===== config.mk =====
export PLATFORM = sky130hd
export DESIGN_NAME = serial_adder_ctrl
export DESIGN_NICKNAME = d
export VERILOG_FILES = /design/src/rtl/serial_adder_ctrl_pkg.sv /design/src/rtl/fa_cell.sv /design/src/rtl/serial_adder_ctrl.sv
export SDC_FILE = /design/constraint.sdc
export NUM_CORES = 1
export LEC_CHECK = 0
export BUFFER_PORTS_ARGS = -buffer_cell sky130_fd_sc_hd__buf_2
export CAP_MARGIN = 20
export CORE_MARGIN = 4
export CORE_UTILIZATION = 55
export DETAILED_ROUTE_END_ITERATION = 7
export HOLD_SLACK_MARGIN = 0.12
export PLACE_DENSITY = 0.79
export SLEW_MARGIN = 25
export SYNTH_ARGS = -nofsm -noshare
export SYNTH_HDL_FRONTEND = slang
export SYNTH_SLANG_ARGS = --single-unit

===== constraint.sdc =====
create_clock -name clk -period 2.5 [get_ports clk]
set_input_delay 0.125 -clock clk [delete_from_list [all_inputs] [get_ports clk]]
set_output_delay 0.125 -clock clk [all_outputs]
set_load 0.005 [all_outputs]

===== src/rtl/serial_adder_ctrl_pkg.sv =====
// serial_adder_ctrl_pkg: shared FSM encoding and default width for the serial adder
package serial_adder_ctrl_pkg;
    localparam int DEF_WIDTH = 8;
    typedef enum logic [1:0] {
        IDLE  = 2'd0,
        SHIFT = 2'd1,
        DONE  = 2'd2
    } state_t;
endpackage


===== src/rtl/fa_cell.sv =====
// fa_cell: 1-bit full adder used as the single arithmetic cell of the serial adder
module fa_cell (
    input  logic x,
    input  logic y,
    input  logic ci,
    output logic s,
    output logic co
);
    assign s  = x ^ y ^ ci;
    assign co = (x & y) | (ci & (x ^ y));
endmodule


===== src/rtl/serial_adder_ctrl.sv =====
// serial_adder_ctrl: bit-serial adder, LSB first, one full-adder cell, IDLE/SHIFT/DONE control
module serial_adder_ctrl
    import serial_adder_ctrl_pkg::*;
#(
    parameter int WIDTH = DEF_WIDTH
) (
    input  logic             clk,
    input  logic             rst,
    input  logic             start,
    input  logic [WIDTH-1:0] a,
    input  logic [WIDTH-1:0] b,
    input  logic             cin,
    output logic             busy,
    output logic             done,
    output logic [WIDTH-1:0] sum,
    output logic             cout
);
    localparam int CW = $clog2(WIDTH) + 1;

    state_t           state, next_state;
    logic [WIDTH-1:0] a_reg, b_reg, sreg;
    logic             carry, fs, fc, last;
    logic [CW-1:0]    cnt;

    fa_cell u_fa (
        .x (a_reg[0]),
        .y (b_reg[0]),
        .ci(carry),
        .s (fs),
        .co(fc)
    );

    // final shift cycle: the cell is producing the MSB of the result
    assign last = (state == SHIFT) && (cnt == CW'(WIDTH - 1));

    // state register
    always_ff @(posedge clk) begin
        if (rst) state <= IDLE;
        else     state <= next_state;
    end

    // next-state logic
    always_comb begin
        next_state = state;
        case (state)
            IDLE:    next_state = start ? SHIFT : IDLE;
            SHIFT:   next_state = last ? DONE : SHIFT;
            default: next_state = IDLE;
        endcase
    end

    // outputs decoded from state only, so no input reaches an output combinationally
    always_comb begin
        busy = (state != IDLE);
        done = (state == DONE);
    end

    // operand capture, bit-serial shifting and result publication on the last shift
    always_ff @(posedge clk) begin
        if (rst) begin
            a_reg <= '0;
            b_reg <= '0;
            carry <= 1'b0;
            cnt   <= '0;
            sreg  <= '0;
            sum   <= '0;
            cout  <= 1'b0;
        end else if (state == IDLE && start) begin
            a_reg <= a;
            b_reg <= b;
            carry <= cin;
            cnt   <= '0;
            sreg  <= '0;
        end else if (state == SHIFT) begin
            a_reg <= a_reg >> 1;
            b_reg <= b_reg >> 1;
            sreg  <= {fs, sreg[WIDTH-1:1]};
            carry <= fc;
            cnt   <= cnt + CW'(1);
            if (last) begin
                sum  <= {fs, sreg[WIDTH-1:1]};
                cout <= fc;
            end
        end
    end
endmodule

# Yosys cells after proc, flatten, opt, wreduce, memory -nomap -nowiden
# Cells that the tools add are included.
[word_totals]
regBits = 40
latch_bits = 0
ram_bits = 0
rom_bits = 0
inputBits = 20
wordCells = 34
mem_count = 0
[op_classes]
addsub = 1
n_mul = 0
div = 0
n_lt_le_gt_ge = 0
eq_ne = 3
n_shift = 0
mux = 9
n_bitwise = 6
reduce_logical = 7
[ops]
columns = ["op", "n"]
rows = [
  ["two-way mux 8 bit", 4],
  ["adder 4 x 1 -> 4 bit (second input constant)", 1],
  ["equality test 4 x 3 -> 1 bit (second input constant)", 1],
  ["one-hot mux 2 bit (2 select lines)", 1],
  ["nonzero test 2 bit", 2],
  ["two-way mux 1 bit", 3],
  ["AND reduction 3 bit", 1],
  ["bitwise AND 1 bit", 2],
  ["equality test 2 x 1 -> 1 bit (second input constant)", 1],
  ["equality test 2 bit (second input constant)", 1],
  ["logical AND 1 bit", 2],
  ["zero test 2 bit", 1],
  ["two-way mux 2 bit", 1],
  ["OR reduction 2 bit", 1],
  ["bitwise XOR 1 bit", 2],
  ["NOT 1 bit", 1],
  ["bitwise OR 1 bit", 1],
]

# Depth between registers and ports, before layout
# Gate-level depths: netlist of the first run.
[logic_depth]
ltp_word = 5
ltp_mapped = 6
depth_no_buf = 4

# Cells and area by module
# From an unflattened synthesis of the first run, not the netlist that was laid out.
[unflattened]
cells_unflattened = 198
area_unflattened_um2 = 1744.2
[by_module_without_submodules]
columns = ["module", "instances", "cells_per_inst", "area_each_um2"]
rows = [
  ["serial_adder_ctrl", 1, 197, 1724.2],
  ["fa_cell", 1, 1, 20.0],
]

# Worst setup path after synthesis of the first run
# No wires, ideal clock.
[synth_path]
path_type = "register to register"
from = "register state[0]"
to = "register a_reg[0]"
arrival_ps = 1142
required_ps = 2380
slack_ps = 1238
stages_incl_launch_ff = 5
path_buffers = 1
cell_sequence = "dfxtp_1 clkbuf_2 or3b_2 a21oi_1 nor3_1"
[synth_between]
elab_chain_cells = 3
[synth_lines]
columns = ["element", "line", "rtl"]
rows = [
  ["start, declared", "serial_adder_ctrl.sv:20", "state_t state, next_state;"],
  ["start signal, assigned", "serial_adder_ctrl.sv:39", "else state <= next_state;"],
  ["zero test 2 bit", "serial_adder_ctrl.sv:68", "end else if (state == IDLE && start) begin"],
  ["logical AND 1 bit", "serial_adder_ctrl.sv:68", ""],
  ["two-way mux 8 bit or nonzero test 2 bit (tied branches)", "n/a", ""],
  ["end signal, assigned", "serial_adder_ctrl.sv:75", "a_reg <= a_reg >> 1;"],
  ["end, declared", "serial_adder_ctrl.sv:21", "logic [WIDTH-1:0] a_reg, b_reg, sreg;"],
]
# Several ways; a longest one is shown, not always the timed one.
# A chain may end at the register's enable or synchronous reset.

# Worst setup path in the final report of the first run
[layout_path]
from = "register state[0]"
to = "register sreg[2]"
[layout_between]
elab_chain_cells = 3
[layout_lines]
columns = ["element", "line", "rtl"]
rows = [
  ["zero test 2 bit", "serial_adder_ctrl.sv:68", ""],
  ["logical AND 1 bit", "serial_adder_ctrl.sv:68", ""],
  ["OR reduction 2 bit (no line)", "n/a", ""],
  ["end signal, assigned", "serial_adder_ctrl.sv:77", "sreg <= {fs, sreg[WIDTH-1:1]};"],
  ["end, declared", "serial_adder_ctrl.sv:21", ""],
]
# Several ways; a longest one is shown, not always the timed one.

==> results of run 1 <==
## layout make-up
class | instances | area [um2]
fillers | 258 | 973
multi-input cells | 144 | 872
flip-flops and latches | 39 | 781
repair buffers | 44 | 290
well taps | 44 | 55.1
clock inverters | 3 | 43.8
clock buffers | 5 | 37.5
## cell usage in the layout (no fill, tap or decap), types with 2 or more instances in the layout
cell	n
sky130_fd_sc_hd__a211oi_1	11
sky130_fd_sc_hd__a21oi_1	27
sky130_fd_sc_hd__buf_2	30
sky130_fd_sc_hd__clkbuf_4	5
sky130_fd_sc_hd__dfxtp_1	39
sky130_fd_sc_hd__dlygate4sd3_1	14
sky130_fd_sc_hd__mux2i_1	9
sky130_fd_sc_hd__nand2_1	30
sky130_fd_sc_hd__nand2b_1	18
sky130_fd_sc_hd__nand3_1	3
sky130_fd_sc_hd__nand3b_1	2
sky130_fd_sc_hd__nor2_1	16
sky130_fd_sc_hd__nor2_2	2
sky130_fd_sc_hd__nor3_1	4
sky130_fd_sc_hd__or2b_1	3
sky130_fd_sc_hd__or3b_1	2
sky130_fd_sc_hd__or3b_2	2
## path summary, 6_finish.rpt
kind                            cells after the start  slack, ps      end  startpoint
worst max-delay path                                3        870  sreg[2]    state[0]
worst min register to register                      2        470  sreg[1]     sreg[1]
worst max register to register                      3        870  sreg[2]    state[0]
worst min-delay path                                4        190    carry         cin
## routing by layer
metal | vias to the layer above | routed length [um]
li1 | 734 | -
met1 | 638 | 1520
met2 | 32 | 1530
met3 | 8 | 127
met4 | 0 | 69
met5 | - | 0
## critical path, delay by kind of cell, from the launching register on
family	cells	cell delay (ps)
AND/OR/NAND/NOR	2	790
AO/OA/AOI/OAI	1	170
flip-flops	1	610
## power by group
part	internal (W)	switching (W)	total, W
sequential	0.000650	0.0000204	0.000670
clock	0.000210	0.000215	0.000426
combinational	0.0000749	0.0000812	0.000156
total	0.000935	0.000317	0.00125
## logic make-up after synthesis
logic type / after synthesis / share of synthesized area [%]
fa+ha+maj: 2 / 1.84
buf+inv: 15 / 6.51
mux: 9 / 5.10
simple gates: 90 / 27.5
flops: 39 / 44.2
xor+xnor: 2 / 0.991
compound gates: 41 / 13.9
## stage by stage
stage                     total power [W]  utilization, %
final                             0.00125            68.1
after CTS                         0.00126            68.1
after global placement           0.000820            60.9
after floorplan                  0.000802               -
after global routing              0.00131            68.1
after detailed placement         0.000821            60.9
## repair_timing
| action | 4_1_cts | 5_1_grt |
|---|---|---|
| endpoints found under the setup margin | 0 | 0 |
| hold endpoints to repair | 14 | 0 |
| hold buffers | 14 | 0 |
==> metrics.yaml, run 1 <==
run_status:
  result_of_the_run: "completed"
synth:
  yosysSeqAreaShare_pct: 44.2
  synth_most_common_cell: "sky130_fd_sc_hd__dfxtp_1"
  synthesis.area_um2: 1770
  synth_top_area_share_pct: 44.2
  synth_nets: 220
  ys.flop_type: "sky130_fd_sc_hd__dfxtp_1"
  yosys.area.top_type: "sky130_fd_sc_hd__dfxtp_1"
  ys_async_sr_fraction_pct: 0
  synth_seq_cells: 39
  ys.warnings.count: 0
  synth-edff-count: 0
  post_synth_main_area_contributors: "sky130_fd_sc_hd__dfxtp_1 (44%), sky130_fd_sc_hd__a21oi_1 (7.6%), sky130_fd_sc_hd__nand2_1 (6.4%), sky130_fd_sc_hd__nand2b_1 (6.4%), sky130_fd_sc_hd__mux2i_1 (5.1%)"
  synth_top_cells_by_count: "sky130_fd_sc_hd__dfxtp_1 (39), sky130_fd_sc_hd__nand2_1 (30), sky130_fd_sc_hd__a21oi_1 (27)"
  postSynthCellCount: 198
  ys_types: 34
  avgSynthCellArea_um2: 8.93
timing:
  fin_worst_hold_slack_ps: 190
  final-hold-violation-count: 0
  tightest_slew_margin_relative_to_the_limit_pct: 58.4
  finalMaxSlewViolations: 0
  timing.final.crit_share_pct: 65.3
  setup_tns_ps: 0
  fmaxAchievable_mhz: 612
  rsz0062_at_grt: "no"
  period_needed_ps: 1630
  timing.clock.skew_ps: 7.80
  setup_slack_ps: 866
  max_slew.worst_pin.slew_ps: 623
  report.final.setup_viol: 0
clock_tree:
  cts_tree: "done"
  cts_setup_buffers: 0
  clk_pin_slew_ps: 120
  clock-sinks: 39
  cts-root-to-sink-buffers: 2
  cell_at_the_root_of_the_clock_tree: "sky130_fd_sc_hd__clkbuf_4"
  postCtsResizedCells: 0
  clock_latency_ps: 350
  clock_tree.htree_level_count: 2
  cts_buffers: 5
placement:
  placed_cell_area_um2: 1860
  hpwlAfterDp_um: 1930
  gp_congestion: 0.769
  io_buffers: 30
  dp_worst_setup_slack_ps: 861
  placedCellCount: 257
setup_path:
  critical-path-max-stage-delay_ps: 610
  critPathLaunchType: "flip-flop"
  worst_ep_arrival_time_ps: 1930
  critical_path_peak_fanout: 15
  path_cells: "or3b_1, nand2b_2, a21oi_1"
  timing_worst_setup_path_type: "reg -> reg"
  cp.required_ps: 2790
  slowest_cell_on_crit_path: "sky130_fd_sc_hd__dfxtp_1"
  critPathCaptureType: "flip-flop"
floorplan:
  die_x_um: 64.7
  floorplan.die_area_um2: 4190
  core_um2: 3050
  start_util_pct: 57.9
  die_height_um: 64.7
  rows: 20
  ios: 31
global_routing:
  gr-usage-met2_pct: 28.2
  grt_pass1_vias: 1265
  grt_util_all_layers_pct: 17.0
  global_route_wire_length_before_repair_um: 5550
  pin_count_of_the_biggest_net_entering_global_routing: 39
  antenna_found_initial: 0
  globalRoute.busiestLayer: "met2"
  grt_util_met1_pct: 20.6
  met3_usage_pct: 4.16
  overflow: 0
cells_and_area:
  insertedDiodeCount: 0
  area.growth.synth_to_final_pct: 17.6
  layoutNonFillerInstCount: 279
  nets: 256
  finalInstanceArea_um2: 2080
  drive_gt1_share_pct: 21.3
power_and_ir_drop:
  max-vdd-ir-drop_v: 0.000646
  power_density_nw_per_um2: 602
  p_leak_nw: 0.786
detailed_routing:
  firstDrtPassIters: 4
  antenna_violating_nets_left: 0
  wire_per_inst_um: 11.7
  drc: 0
  detailed_route_wl_um: 3250
  first_iter_violations: 52
  dr_total_vias: 1412
  viasPerCell: 5.06
job:
  max_cap_violations: 0
worst_hold_path:
  hp-class: "in -> reg"
Power figures use the tool's default switching activity.
==> run 2: changes to the inputs <==
--- a/config.mk
+++ b/config.mk
@@ -8,10 +8,10 @@
 export BUFFER_PORTS_ARGS = -buffer_cell sky130_fd_sc_hd__buf_2
 export CAP_MARGIN = 20
 export CORE_MARGIN = 4
-export CORE_UTILIZATION = 55
+export CORE_UTILIZATION = 54
 export DETAILED_ROUTE_END_ITERATION = 7
 export HOLD_SLACK_MARGIN = 0.12
-export PLACE_DENSITY = 0.79
+export PLACE_DENSITY = 0.77
 export SLEW_MARGIN = 25
 export SYNTH_ARGS = -nofsm -noshare
 export SYNTH_HDL_FRONTEND = slang
==> constraint.sdc (replaced) <==
create_clock -name clk -period 1.6 [get_ports clk]
set_input_delay 0.08 -clock clk [delete_from_list [all_inputs] [get_ports clk]]
set_output_delay 0.08 -clock clk [all_outputs]
set_load 0.005 [all_outputs]
==> run 2 against run 1 <==
Hold slack got worse by 53 ps. Global-route usage increased by 2.1 points. Flip-flop and latch count unchanged. Register-to-register slack got worse by 620 ps. Sequential share of layout area shrank 1.5 points. Clock power up 91%.
==> metrics.yaml, run 2 (same netlist as run 1, synthesis figures left out) <==
global_routing:
  pin_count_of_the_biggest_net_entering_global_routing: 29  # was 39
  grt_util_all_layers_pct: 19.1  # was 17.0%
  global_route_wire_length_before_repair_um: 6240  # was 5550 um
  grt_pass1_vias: 1305  # was 1265
  overflow: 0  # unchanged
  antenna_found_initial: 0  # unchanged
timing:
  finalMaxSlewViolations: 0  # unchanged
  tightest_slew_margin_relative_to_the_limit_pct: 73.4  # was 58.4%
  max_slew.worst_pin.slew_ps: 398  # was 623 ps
  report.final.setup_viol: 0  # unchanged
  period_needed_ps: 1400
  rsz0062_at_grt: "no"  # unchanged
  fin_worst_hold_slack_ps: 136  # was 190 ps
  final-hold-violation-count: 0  # unchanged
  fmaxAchievable_mhz: 712
  timing.clock.skew_ps: 5.54  # was 7.80 ps
  timing.final.crit_share_pct: 87.7
  setup_tns_ps: 0  # unchanged
setup_path:
  reg2reg_depth: 5  # was 3
  worst_ep_arrival_time_ps: 1320  # was 1930 ps
  timing.reg2reg.setup_slack_ps: 250  # was 870 ps
  worstReg2RegEnd: "a_reg[1]"  # was sreg[2]
  critPathCaptureType: "output pin"  # was flip-flop
  timing_worst_setup_path_type: "reg -> out"  # was reg -> reg
  critical_path.reg2reg.startpoint: "state[0]"  # unchanged
  critical_path_peak_fanout: 10  # was 15
  critPathLaunchType: "flip-flop"  # unchanged
  cp-startpoint: "state[0]"  # unchanged
  cp.required_ps: 1520  # was 2790 ps
power_and_ir_drop:
  pwr_total_w: 0.00212  # was 0.00125 W
  p_leak_nw: 0.832  # was 0.786 nW
  max-vdd-ir-drop_v: 0.000675  # was 0.000646 V
  power_density_nw_per_um2: 982  # was 602 nW/um2
clock_tree:
  clock_latency_ps: 350  # about the same
  cts_setup_buffers: 0  # unchanged
  clock-sinks: 39  # unchanged
  clock_tree.htree_level_count: 2  # unchanged
  clk_pin_slew_ps: 110  # was 120 ps
  cts_tree: "done"  # unchanged
  cts_buffers: 5  # unchanged
  cell_at_the_root_of_the_clock_tree: "sky130_fd_sc_hd__clkbuf_4"  # unchanged
  cts-root-to-sink-buffers: 2  # unchanged
placement:
  hpwlAfterDp_um: 2130  # was 1930 um
  io_buffers: 30  # unchanged
  gp_congestion: 0.745  # was 0.769
worst_hold_path:
  hold_path_depth: 4  # unchanged
  hp-class: "in -> reg"  # unchanged
  hold_end: "b_reg[0]"  # was carry
  min-delay-start: "b[0]"  # was cin
job:
  max_cap_violations: 0  # unchanged
run_status:
  result_of_the_run: "completed"  # unchanged
detailed_routing:
  first_iter_violations: 72  # was 52
  viasPerCell: 4.94  # was 5.06
  firstDrtPassIters: 4  # unchanged
  dr_total_vias: 1418  # was 1412
  detailed_route_wl_um: 3450  # was 3250 um
  antenna_violating_nets_left: 0  # unchanged
  drc: 0  # unchanged
  wire_per_inst_um: 12.0  # was 11.7 um
floorplan:
  die_x_um: 65.2  # was 64.7 um
  floorplan.die_area_um2: 4250  # was 4190 um2
  die_height_um: 65.2  # was 64.7 um
  rows: 20  # unchanged
  core_um2: 3100  # was 3050 um2
  ios: 31  # unchanged
  start_util_pct: 57.0  # was 57.9%
cells_and_area:
  leading_cell_type_in_the_layout_fill_and_taps_excluded: "sky130_fd_sc_hd__dfxtp_1"  # unchanged
  nets: 264  # was 256
  layout.cells.most_common_list: "sky130_fd_sc_hd__dfxtp_1 (39), sky130_fd_sc_hd__nand2_1 (30), sky130_fd_sc_hd__buf_2 (30), sky130_fd_sc_hd__a21oi_1 (27), sky130_fd_sc_hd__nand2b_1 (18)"  # unchanged
  drive_gt1_share_pct: 23.9  # was 21.3%
  fillerInstances: 261  # was 258
  area.growth.synth_to_final_pct: 22.4  # was 17.6%
  insertedDiodeCount: 0  # unchanged
## run 2: cell types whose count changed in the layout (fill, tap and decap cells not counted)
| cell | change |
|---|---|
| sky130_fd_sc_hd__buf_4 | +8 |
| sky130_fd_sc_hd__bufinv_16 | +1 |
| sky130_fd_sc_hd__clkinv_4 | -1 |
| sky130_fd_sc_hd__clkinvlp_4 | +1 |
| sky130_fd_sc_hd__clkinv_2 | -1 |
## run 2: timing repair
| item | CTS | global route |
|---|---|---|
| hold buffers | 14 | 0 |
| gates resized for setup | 0 | 0 |
| hold endpoints to repair | 14 | 0 |
## run 2: metrics by stage
stage                     utilization [%]  cells  cell area (um2)  worst slack [ps]
after detailed placement             61.8    265             1920               235
after global placement               61.8    265             1920               297
final                                69.7    287             2160               196
after floorplan                         -    198             1770               338
after global routing                 69.7    287             2160              99.0
after CTS                            69.7    287             2160               183
## run 2: routing by layer
metal	part of all wire (%)	global-route usage, %	up-vias
li1	-	-	751
met1	49	25.3	637
met2	46	29.5	24
met3	4.1	5.64	6
met4	1.4	6.99	0
met5	0	0	-
## run 2: layout make-up
type	count	area [um2]	area share, %
clock inverters	3	67.6	3.12
multi-input cells	144	872	40.3
well taps	44	55.1	2.54
flip-flops and latches	39	781	36.1
repair buffers	52	350	16.2
clock buffers	5	37.5	1.74
## run 2: worst max-delay path: stages, from the launching register on
cell and delay, ps:
sky130_fd_sc_hd__dfxtp_1 380, sky130_fd_sc_hd__buf_4 190, sky130_fd_sc_hd__or2_2 290, sky130_fd_sc_hd__buf_2 130
## run 2: worst max-delay path by stage
stage                          end  slack, ps  depth (start not counted)
after global routing      a_reg[6]        100                          5
after floorplan           a_reg[0]        340                          4
final                         busy        200                          3
after CTS                     busy        180                          3
after global placement    b_reg[3]        300                          5
after detailed placement    sum[2]        230                          4
## run 2: power by group
part / switching (W) / leakage (nW) / internal (W)
sequential: 0.0000261 / 0.318 / 0.00102
combinational: 0.000137 / 0.462 / 0.000133
clock: 0.000326 / 0.0514 / 0.000486
==> run 3: changes to the inputs <==
==> constraint.sdc (replaced) <==
create_clock -name clk -period 1.5 [get_ports clk]
set_input_delay 0.075 -clock clk [delete_from_list [all_inputs] [get_ports clk]]
set_output_delay 0.075 -clock clk [all_outputs]
set_load 0.005 [all_outputs]
==> run 3 against run 2 <==
Final cell count fell by 0.70%. Largest cell class unchanged. Design area fell by 1.9%. Critical path type unchanged. Combinational power rose by 4%. Sequential share of layout area rose by 0.68 points.
==> metrics.yaml, run 3 (same netlist as run 1, synthesis figures left out) <==
floorplan:
  die_height_um: 65.2  # unchanged
  die_x_um: 65.2  # unchanged
  start_util_pct: 57.0  # unchanged
  rows: 20  # unchanged
  floorplan.die_area_um2: 4250  # unchanged
  ios: 31  # unchanged
  core_um2: 3100  # unchanged
placement:
  dp_worst_setup_slack_ps: 104  # was 235 ps
  io_buffers: 30  # unchanged
  gp_congestion: 0.807  # was 0.745
  hpwlAfterDp_um: 2230  # was 2130 um
run_status:
  result_of_the_run: "completed"  # unchanged
setup_path:
  timing_worst_setup_path_type: "reg -> out"  # unchanged
  critical_path_peak_fanout: 10  # unchanged
  cp.required_ps: 1420  # was 1520 ps
  critPathCaptureType: "output pin"  # unchanged
  critPathLaunchType: "flip-flop"  # unchanged
  worst_ep_arrival_time_ps: 1320  # about the same
timing:
  rsz0062_at_grt: "no"  # unchanged
  fmaxAchievable_mhz: 718
  period_needed_ps: 1390
  finalMaxSlewViolations: 0  # unchanged
  report.final.setup_viol: 0  # unchanged
  setup_slack_ps: 107  # was 196 ps
  tightest_slew_margin_relative_to_the_limit_pct: 73.1  # was 73.4%
  max_slew.worst_pin.slew_ps: 404  # was 398 ps
  setup_tns_ps: 0  # unchanged
  final-hold-violation-count: 0  # unchanged
  timing.final.crit_share_pct: 92.9
  timing.clock.skew_ps: 9.31  # was 5.54 ps
global_routing:
  grt_util_all_layers_pct: 18.5  # was 19.1%
  global_route_wire_length_before_repair_um: 6110  # was 6240 um
  antenna_found_initial: 0  # unchanged
  grt_pass1_vias: 1396  # was 1305
  pin_count_of_the_biggest_net_entering_global_routing: 23  # was 29
  overflow: 0  # unchanged
power_and_ir_drop:
  max-vdd-ir-drop_v: 0.000705  # was 0.000675 V
  p_leak_nw: 0.814  # was 0.832 nW
  power_density_nw_per_um2: 908  # was 982 nW/um2
detailed_routing:
  drc: 0  # unchanged
  firstDrtPassIters: 4  # unchanged
  wire_per_inst_um: 12.1  # was 12.0 um
  detailed_route_wl_um: 3450  # about the same
  antenna_violating_nets_left: 0  # unchanged
  viasPerCell: 5.00  # was 4.94
  dr_total_vias: 1425  # was 1418
  first_iter_violations: 40  # was 72
cells_and_area:
  nets: 263  # was 264
  drive_gt1_share_pct: 23.2  # was 23.9%
  insertedDiodeCount: 0  # unchanged
  leading_cell_type_in_the_layout_fill_and_taps_excluded: "sky130_fd_sc_hd__dfxtp_1"  # unchanged
  layout.cells.most_common_list: "sky130_fd_sc_hd__dfxtp_1 (39), sky130_fd_sc_hd__nand2_1 (30), sky130_fd_sc_hd__buf_2 (30), sky130_fd_sc_hd__a21oi_1 (27), sky130_fd_sc_hd__nand2b_1 (18)"  # unchanged
  area.growth.synth_to_final_pct: 20.1  # was 22.4%
  post-route-util_pct: 68.4  # was 69.7%
clock_tree:
  clk_pin_slew_ps: 110  # about the same
  cell_at_the_root_of_the_clock_tree: "sky130_fd_sc_hd__clkbuf_4"  # unchanged
  clock-sinks: 39  # unchanged
  clock_tree.htree_level_count: 2  # unchanged
  clock_latency_ps: 340  # was 350 ps
  cts-root-to-sink-buffers: 2  # unchanged
  cts_tree: "done"  # unchanged
  cts_buffers: 5  # unchanged
job:
  max_cap_violations: 0  # unchanged
worst_hold_path:
  hp-class: "in -> reg"  # unchanged
run 3: critical path, cell delays in order, from the launching register on:
cell and delay, ps:
sky130_fd_sc_hd__dfxtp_1 380, sky130_fd_sc_hd__buf_4 190, sky130_fd_sc_hd__or2_2 290, sky130_fd_sc_hd__buf_2 120
run 3: path summary, 6_finish.rpt:
kind | from | end | slack [ps] | cells past startpoint
hold / removal | b[0] | b_reg[0] | 140 | 4
hold reg to reg | b_reg[6] | b_reg[5] | 460 | 2
setup reg to reg | cnt[0] | sum[4] | 150 | 5
setup / recovery | state[0] | busy | 110 | 3
run 3: area by class of cell:
class | instances | area, um2
fillers | 283 | 980
well taps | 44 | 55.1
clock buffers | 6 | 51.3
flip-flops and latches | 39 | 781
multi-input cells | 144 | 872
repair buffers | 51 | 359
clock inverters | 1 | 5.00
run 3: layer usage:
layer  GRT usage, %  wire length [um]
met4           6.22                53
met2           32.6              1680
met1           21.0              1540
met3           5.81               165
met5              0                 0
run 3: through the flow:
step           instance area, um2  hold slack [ps]  instances  total power [W]
2_1_floorplan                1770              211        198          0.00134
3_3_place_gp                 1900              317        263          0.00138
3_5_place_dp                 1900              322        263          0.00139
4_1_cts                      2100              132        284          0.00195
5_1_grt                      2120              129        285          0.00205
6_report                     2120              144        285          0.00193
run 3: repair_timing:
item,in CTS,in global routing
setup endpoints to repair,0,3
setup buffers,0,1
hold buffers,14,0
resized for setup,0,1
hold endpoints to repair,14,0
run 3: power breakdown:
group	internal, W	leakage (nW)	switching, W
clock network	0.000217	0.0341	0.000317
registers	0.00108	0.318	0.0000305
logic	0.000138	0.461	0.000143
